### src/rtl/serial_add_pkg.sv
// Shared types and defaults for the bit-serial adder controller.
package serial_add_pkg;

  localparam int unsigned DefaultWidth = 8;

  typedef enum logic [1:0] {
    StIdle = 2'd0,
    StRun  = 2'd1,
    StDone = 2'd2
  } state_e;

endpackage

### src/rtl/fa_cell.sv
// Combinational 1-bit full adder built from two half adders and an OR gate.
module fa_cell (
  input  logic x,
  input  logic y,
  input  logic cin,
  output logic s,
  output logic cout
);

  logic w_p;
  logic w_g1;
  logic w_g2;

  // First half adder on the operand bits, second folds in the carry.
  assign w_p  = x ^ y;
  assign w_g1 = x & y;
  assign s    = w_p ^ cin;
  assign w_g2 = w_p & cin;
  assign cout = w_g1 | w_g2;

endmodule

### src/rtl/serial_add_ctrl.sv
// Bit-serial adder: shifts operands LSB first through one full-adder cell over WIDTH cycles.
module serial_add_ctrl
  import serial_add_pkg::*;
#(
  parameter int unsigned WIDTH = DefaultWidth
) (
  input  logic             clk,
  input  logic             rst_n,
  input  logic             start,
  input  logic [WIDTH-1:0] a,
  input  logic [WIDTH-1:0] b,
  output logic             busy,
  output logic             done,
  output logic [WIDTH-1:0] sum,
  output logic             carry
);

  localparam int unsigned CntW = $clog2(WIDTH + 1);
  localparam logic [CntW-1:0] LastCnt = CntW'(WIDTH - 1);

  state_e           r_state;
  logic [WIDTH-1:0] r_a;
  logic [WIDTH-1:0] r_b;
  logic [WIDTH-1:0] r_res;
  logic             r_c;
  logic [CntW-1:0]  r_cnt;
  logic             r_busy;
  logic             r_done;
  logic [WIDTH-1:0] r_sum;
  logic             r_carry;

  logic             w_s;
  logic             w_cout;
  logic [WIDTH-1:0] w_res_next;

  fa_cell u_fa_cell (
    .x    (r_a[0]),
    .y    (r_b[0]),
    .cin  (r_c),
    .s    (w_s),
    .cout (w_cout)
  );

  // The final sum bit lands in the MSB on the same edge the result is published.
  assign w_res_next = {w_s, r_res[WIDTH-1:1]};

  always_ff @(posedge clk) begin
    if (!rst_n) begin
      r_state <= StIdle;
      r_a     <= '0;
      r_b     <= '0;
      r_res   <= '0;
      r_c     <= 1'b0;
      r_cnt   <= '0;
      r_busy  <= 1'b0;
      r_done  <= 1'b0;
      r_sum   <= '0;
      r_carry <= 1'b0;
    end else begin
      unique case (r_state)
        StIdle: begin
          r_done <= 1'b0;
          if (start) begin
            r_a     <= a;
            r_b     <= b;
            r_res   <= '0;
            r_c     <= 1'b0;
            r_cnt   <= '0;
            r_busy  <= 1'b1;
            r_state <= StRun;
          end
        end
        StRun: begin
          r_a   <= r_a >> 1;
          r_b   <= r_b >> 1;
          r_res <= w_res_next;
          r_c   <= w_cout;
          r_cnt <= r_cnt + CntW'(1);
          if (r_cnt == LastCnt) begin
            r_sum   <= w_res_next;
            r_carry <= w_cout;
            r_done  <= 1'b1;
            r_state <= StDone;
          end
        end
        StDone: begin
          r_done  <= 1'b0;
          r_busy  <= 1'b0;
          r_state <= StIdle;
        end
        default: begin
          r_done  <= 1'b0;
          r_busy  <= 1'b0;
          r_state <= StIdle;
        end
      endcase
    end
  end

  assign busy  = r_busy;
  assign done  = r_done;
  assign sum   = r_sum;
  assign carry = r_carry;

endmodule

### config.mk
export PLATFORM = sky130hd
export DESIGN_NAME = serial_add_ctrl
export DESIGN_NICKNAME = d
export VERILOG_FILES = /design/src/rtl/serial_add_pkg.sv /design/src/rtl/fa_cell.sv /design/src/rtl/serial_add_ctrl.sv
export SDC_FILE = /design/constraint.sdc
export NUM_CORES = 1
export LEC_CHECK = 0
export CORE_ASPECT_RATIO = 1.2
export CORE_MARGIN = 2
export CORE_UTILIZATION = 25
export DETAILED_ROUTE_END_ITERATION = 7
export PLACE_DENSITY = 0.54
export RECOVER_POWER = 25
export SLEW_MARGIN = 20
export SYNTH_ARGS = -nofsm -noshare
export SYNTH_HDL_FRONTEND = slang
export SYNTH_SLANG_ARGS = --single-unit
### constraint.sdc
create_clock -name clk -period 1.25 [get_ports clk]
set_input_delay 0.25 -clock clk [delete_from_list [all_inputs] [get_ports clk]]
set_output_delay 0.25 -clock clk [all_outputs]
set_load 0.02 [all_outputs]
==> impl_metrics.ini <==
[status]
status = completed

[sta]
setup_viol = 0
hold_ws_ns = 0.346
fin_skew_ns = 0.00338
post-route-period-util_pct = 98.4
worst_slew_margin_rel_pct = 76.8
layout_min_cycle_time_ns = 1.23
finalHoldViolCount = 0
final_critical_path_setup_slack_ns = 0.0204
slew_viol_final = 0
max_slew.worst_pin.slew_ns = 0.348
maxClockFrequency_mhz = 813
rsz0062_at_grt = true

[synthesis]
mappedNetlistArea_mm2 = 0.00172
synth_enable_flop_cells = 0
synth_seq_cells = 41
synthesis.area_per_instance_um2 = 9.41
synthArstFlopShare_pct = 0
yosys_warnings = 0
synth_flop_cell = sky130_fd_sc_hd__dfxtp_1
ys_seq_area_share_pct = 47.6
post_synthesis_net_count = 204
synthCells = 183
synth.lib_cells_used.distinct = 35

[layout]
highest_count_cells_in_the_layout_ignoring_fill_and_taps = sky130_fd_sc_hd__dfxtp_1, sky130_fd_sc_hd__nand2_1, sky130_fd_sc_hd__clkdlybuf4s50_1, sky130_fd_sc_hd__nor2_1, sky130_fd_sc_hd__a21oi_1
drive_gt1_share_pct = 18.0
syn_to_final_growth_pct = 32.4
seq_area_um2 = 827
multi_input_comb_area_um2 = 807
insertedDiodeCount = 0
layout_net_count = 242
n_fill_cell = 718
most_frequent_standard_cell_in_the_layout_excluding_fill_and_tap_cells = sky130_fd_sc_hd__dfxtp_1

[critical_path]
required_ns = 1.44
regToRegStartpoint = r_state[0]$_SDFFE_PN0P_
crit_path_arrival_time_ns = 1.42
r2r_setup_slk_ns = 0.02
crit_start_category = flop
critical_path.max_fanout = 14
critPathKind = flop to flop
critical_path.reg2reg.endpoint = r_cnt[1]$_SDFFE_PN0P_
timing.reg2reg.worst_path_depth = 4
crit_path_end_kind = flop
setup.worst_path.start = r_state[0]$_SDFFE_PN0P_
timing.critical_path.to = r_cnt[1]$_SDFFE_PN0P_

[clock_network]
numClockSinks = 41
holdBufCountCts = 0
cts.repair_timing.setup_buffer_count = 0
clkTransAtPathRegs_ns = 0.08
clock_path_buffers = 2
root_driver = sky130_fd_sc_hd__clkbuf_8
tritoncts_clock_tree = yes
clkLatencyLatePin_ns = 0.29
post_cts_resize_count = 16
cts_inserted_buffers = 5
ctsHtreeMaxLevel = 2

[power_and_ir_drop]
cellInternalPower_uw = 2130
p_sw_uw = 664
p_leak_uw = 0.000881
swShare_pct = 23.8
part_of_the_total_power_dissipated_in_the_clock_network_pct = 38.7
power_per_cell_area_mw_per_mm2 = 1220
power_frac_seq_pct = 50.1
pwr-share-comb_pct = 11.3
max-vdd-ir-drop_v = 0.000543

[detailed_routing]
wire_per_inst_um = 12.0
drtIter0Drc = 76
route.detailed.vias_per_inst = 4.56
detailroute.via_count = 1410
drc_violations = 0
ant_nets = 0
drt-total-wl_um = 3700
drt_pass1_iterations = 5

[floorplan]
initial_utilization_pct = 25.4
die_y_um = 94.9
fp.dieArea_mm2 = 0.00757
core_mm2 = 0.00677
num_io_pins = 30
die_width_um = 79.8
fp-row-count = 33

[placement]
detailedPlace.worstSlack_ns = -0.289
hpwlAfterDp_um = 2630
routability_cong = 0.756
placement.io_buffers = 29

[global_route]
grt_start_max_net_pins = 22
gr-usage-all-layers_pct = 10.9
grt_pass1_wl_um = 6480
grt_pass1_vias = 1311
initial_antenna_violation_count = 0
globalRouteOverflowTotal = 0

[hold_path]
min-delay-path-class = primary input to flop

[flow_run]
maxCapViolations = 0
==> cell type report <==
class	count	area share [%]
Inverter	3	0.494
Clock buffer	5	3.02
Tap cell	87	4.77
Multi-Input combinational cell	124	35.4
Sequential cell	41	36.3
Clock inverter	3	2.03
Timing Repair Buffer	46	18.0
==> worst max-delay path, stage by stage, from the launching register on <==
cell,delay [ns]
sky130_fd_sc_hd__dfxtp_2,0.35
sky130_fd_sc_hd__clkbuf_4,0.23
sky130_fd_sc_hd__o21bai_2,0.09
sky130_fd_sc_hd__and2_2,0.26
sky130_fd_sc_hd__a22o_1,0.19
==> Yosys cell counts, types with 2 or more instances <==
master | count | area share [%]
sky130_fd_sc_hd__and2_1 | 2 | 0.73
sky130_fd_sc_hd__inv_1 | 2 | 0.44
sky130_fd_sc_hd__nand2b_1 | 2 | 0.73
sky130_fd_sc_hd__clkbuf_1 | 2 | 0.44
sky130_fd_sc_hd__a22oi_1 | 2 | 0.87
sky130_fd_sc_hd__nand3_1 | 3 | 0.87
sky130_fd_sc_hd__nor2b_1 | 5 | 1.8
sky130_fd_sc_hd__buf_4 | 2 | 0.87
sky130_fd_sc_hd__dfxtp_1 | 41 | 48
sky130_fd_sc_hd__nor2_1 | 15 | 3.3
sky130_fd_sc_hd__o2bb2ai_1 | 8 | 4.1
sky130_fd_sc_hd__a22o_1 | 9 | 4.6
sky130_fd_sc_hd__buf_6 | 2 | 1.3
sky130_fd_sc_hd__mux2i_1 | 9 | 5.2
sky130_fd_sc_hd__a21oi_1 | 15 | 4.4
sky130_fd_sc_hd__buf_2 | 8 | 2.3
sky130_fd_sc_hd__o21ai_0 | 11 | 3.2
sky130_fd_sc_hd__nand2_1 | 24 | 5.2
sky130_fd_sc_hd__o221a_2 | 3 | 2.0
sky130_fd_sc_hd__o22ai_1 | 3 | 1.1
==> cells by family after synthesis <==
logic type                 Yosys count  share of synthesized area (%)
AOI/OAI and AO/OA                   58                           24.2
adders and majority gates            2                           1.89
buffers and inverters               18                           6.46
DFF                                 41                           47.6
muxes                                9                           5.23
and+or+nand+nor                     55                           14.6
==> sequential cells by signal, summed over array words and instances (netlist names) <==
register / count
r_b: 8
busy: 1
r_a: 8
r_res: 7
carry: 1
r_cnt: 4
r_state: 2
r_c: 1
sum: 8
done: 1
==> power by group through the flow <==
| stage | Clock (uW) | Combinational [uW] | Sequential (uW) |
|---|---|---|---|
| 2_1_floorplan | 0 | 192 | 1420 |
| 6_report | 1080 | 315 | 1400 |
| 4_1_cts | 1120 | 324 | 1400 |
| 3_5_place_dp | 0 | 322 | 1420 |
| 3_3_place_gp | 0 | 320 | 1420 |
| 5_1_grt | 1170 | 353 | 1400 |
==> how the worst min path moves through the flow <==
stage                              from                       to  slack (ns)  cells after the start
floorplan                          a[7]      r_a[7]$_SDFFE_PN0P_        0.42                      2
global placement    sum[2]$_SDFFE_PN0P_      sum[2]$_SDFFE_PN0P_        0.44                      2
detailed placement  sum[1]$_SDFFE_PN0P_      sum[1]$_SDFFE_PN0P_        0.44                      2
CTS                 sum[0]$_SDFFE_PN0P_      sum[0]$_SDFFE_PN0P_        0.46                      2
global route                      start  r_state[0]$_SDFFE_PN0P_        0.37                      3
finish                            start  r_state[0]$_SDFFE_PN0P_        0.35                      3
==> metrics by stage <==
| step | setup TNS (ns) | cells | util, % | power, uW | instance area (um2) |
|---|---|---|---|---|---|
| floorplan | 0 | 183 | - | 1610 | 1720 |
| global placement | -8.62 | 301 | 31.9 | 1740 | 2160 |
| detailed placement | -8.55 | 301 | 31.9 | 1750 | 2160 |
| CTS | 0 | 309 | 33.7 | 2840 | 2280 |
| global route | -0.776 | 309 | 33.7 | 2930 | 2280 |
| finish | 0 | 309 | 33.7 | 2790 | 2280 |
==> routing by layer <==
metal / share of wire [%] / track usage, % / up-vias / wire length (um)
met5: 0 / 0 / - / 0
met4: 1.6 / 3.39 / 0 / 58
met3: 5.0 / 3.35 / 6 / 184
met2: 43 / 16.6 / 35 / 1600
met1: 50 / 14.8 / 645 / 1860
li1: - / - / 724 / -
Note: power is estimated with default switching activity, not from simulation.
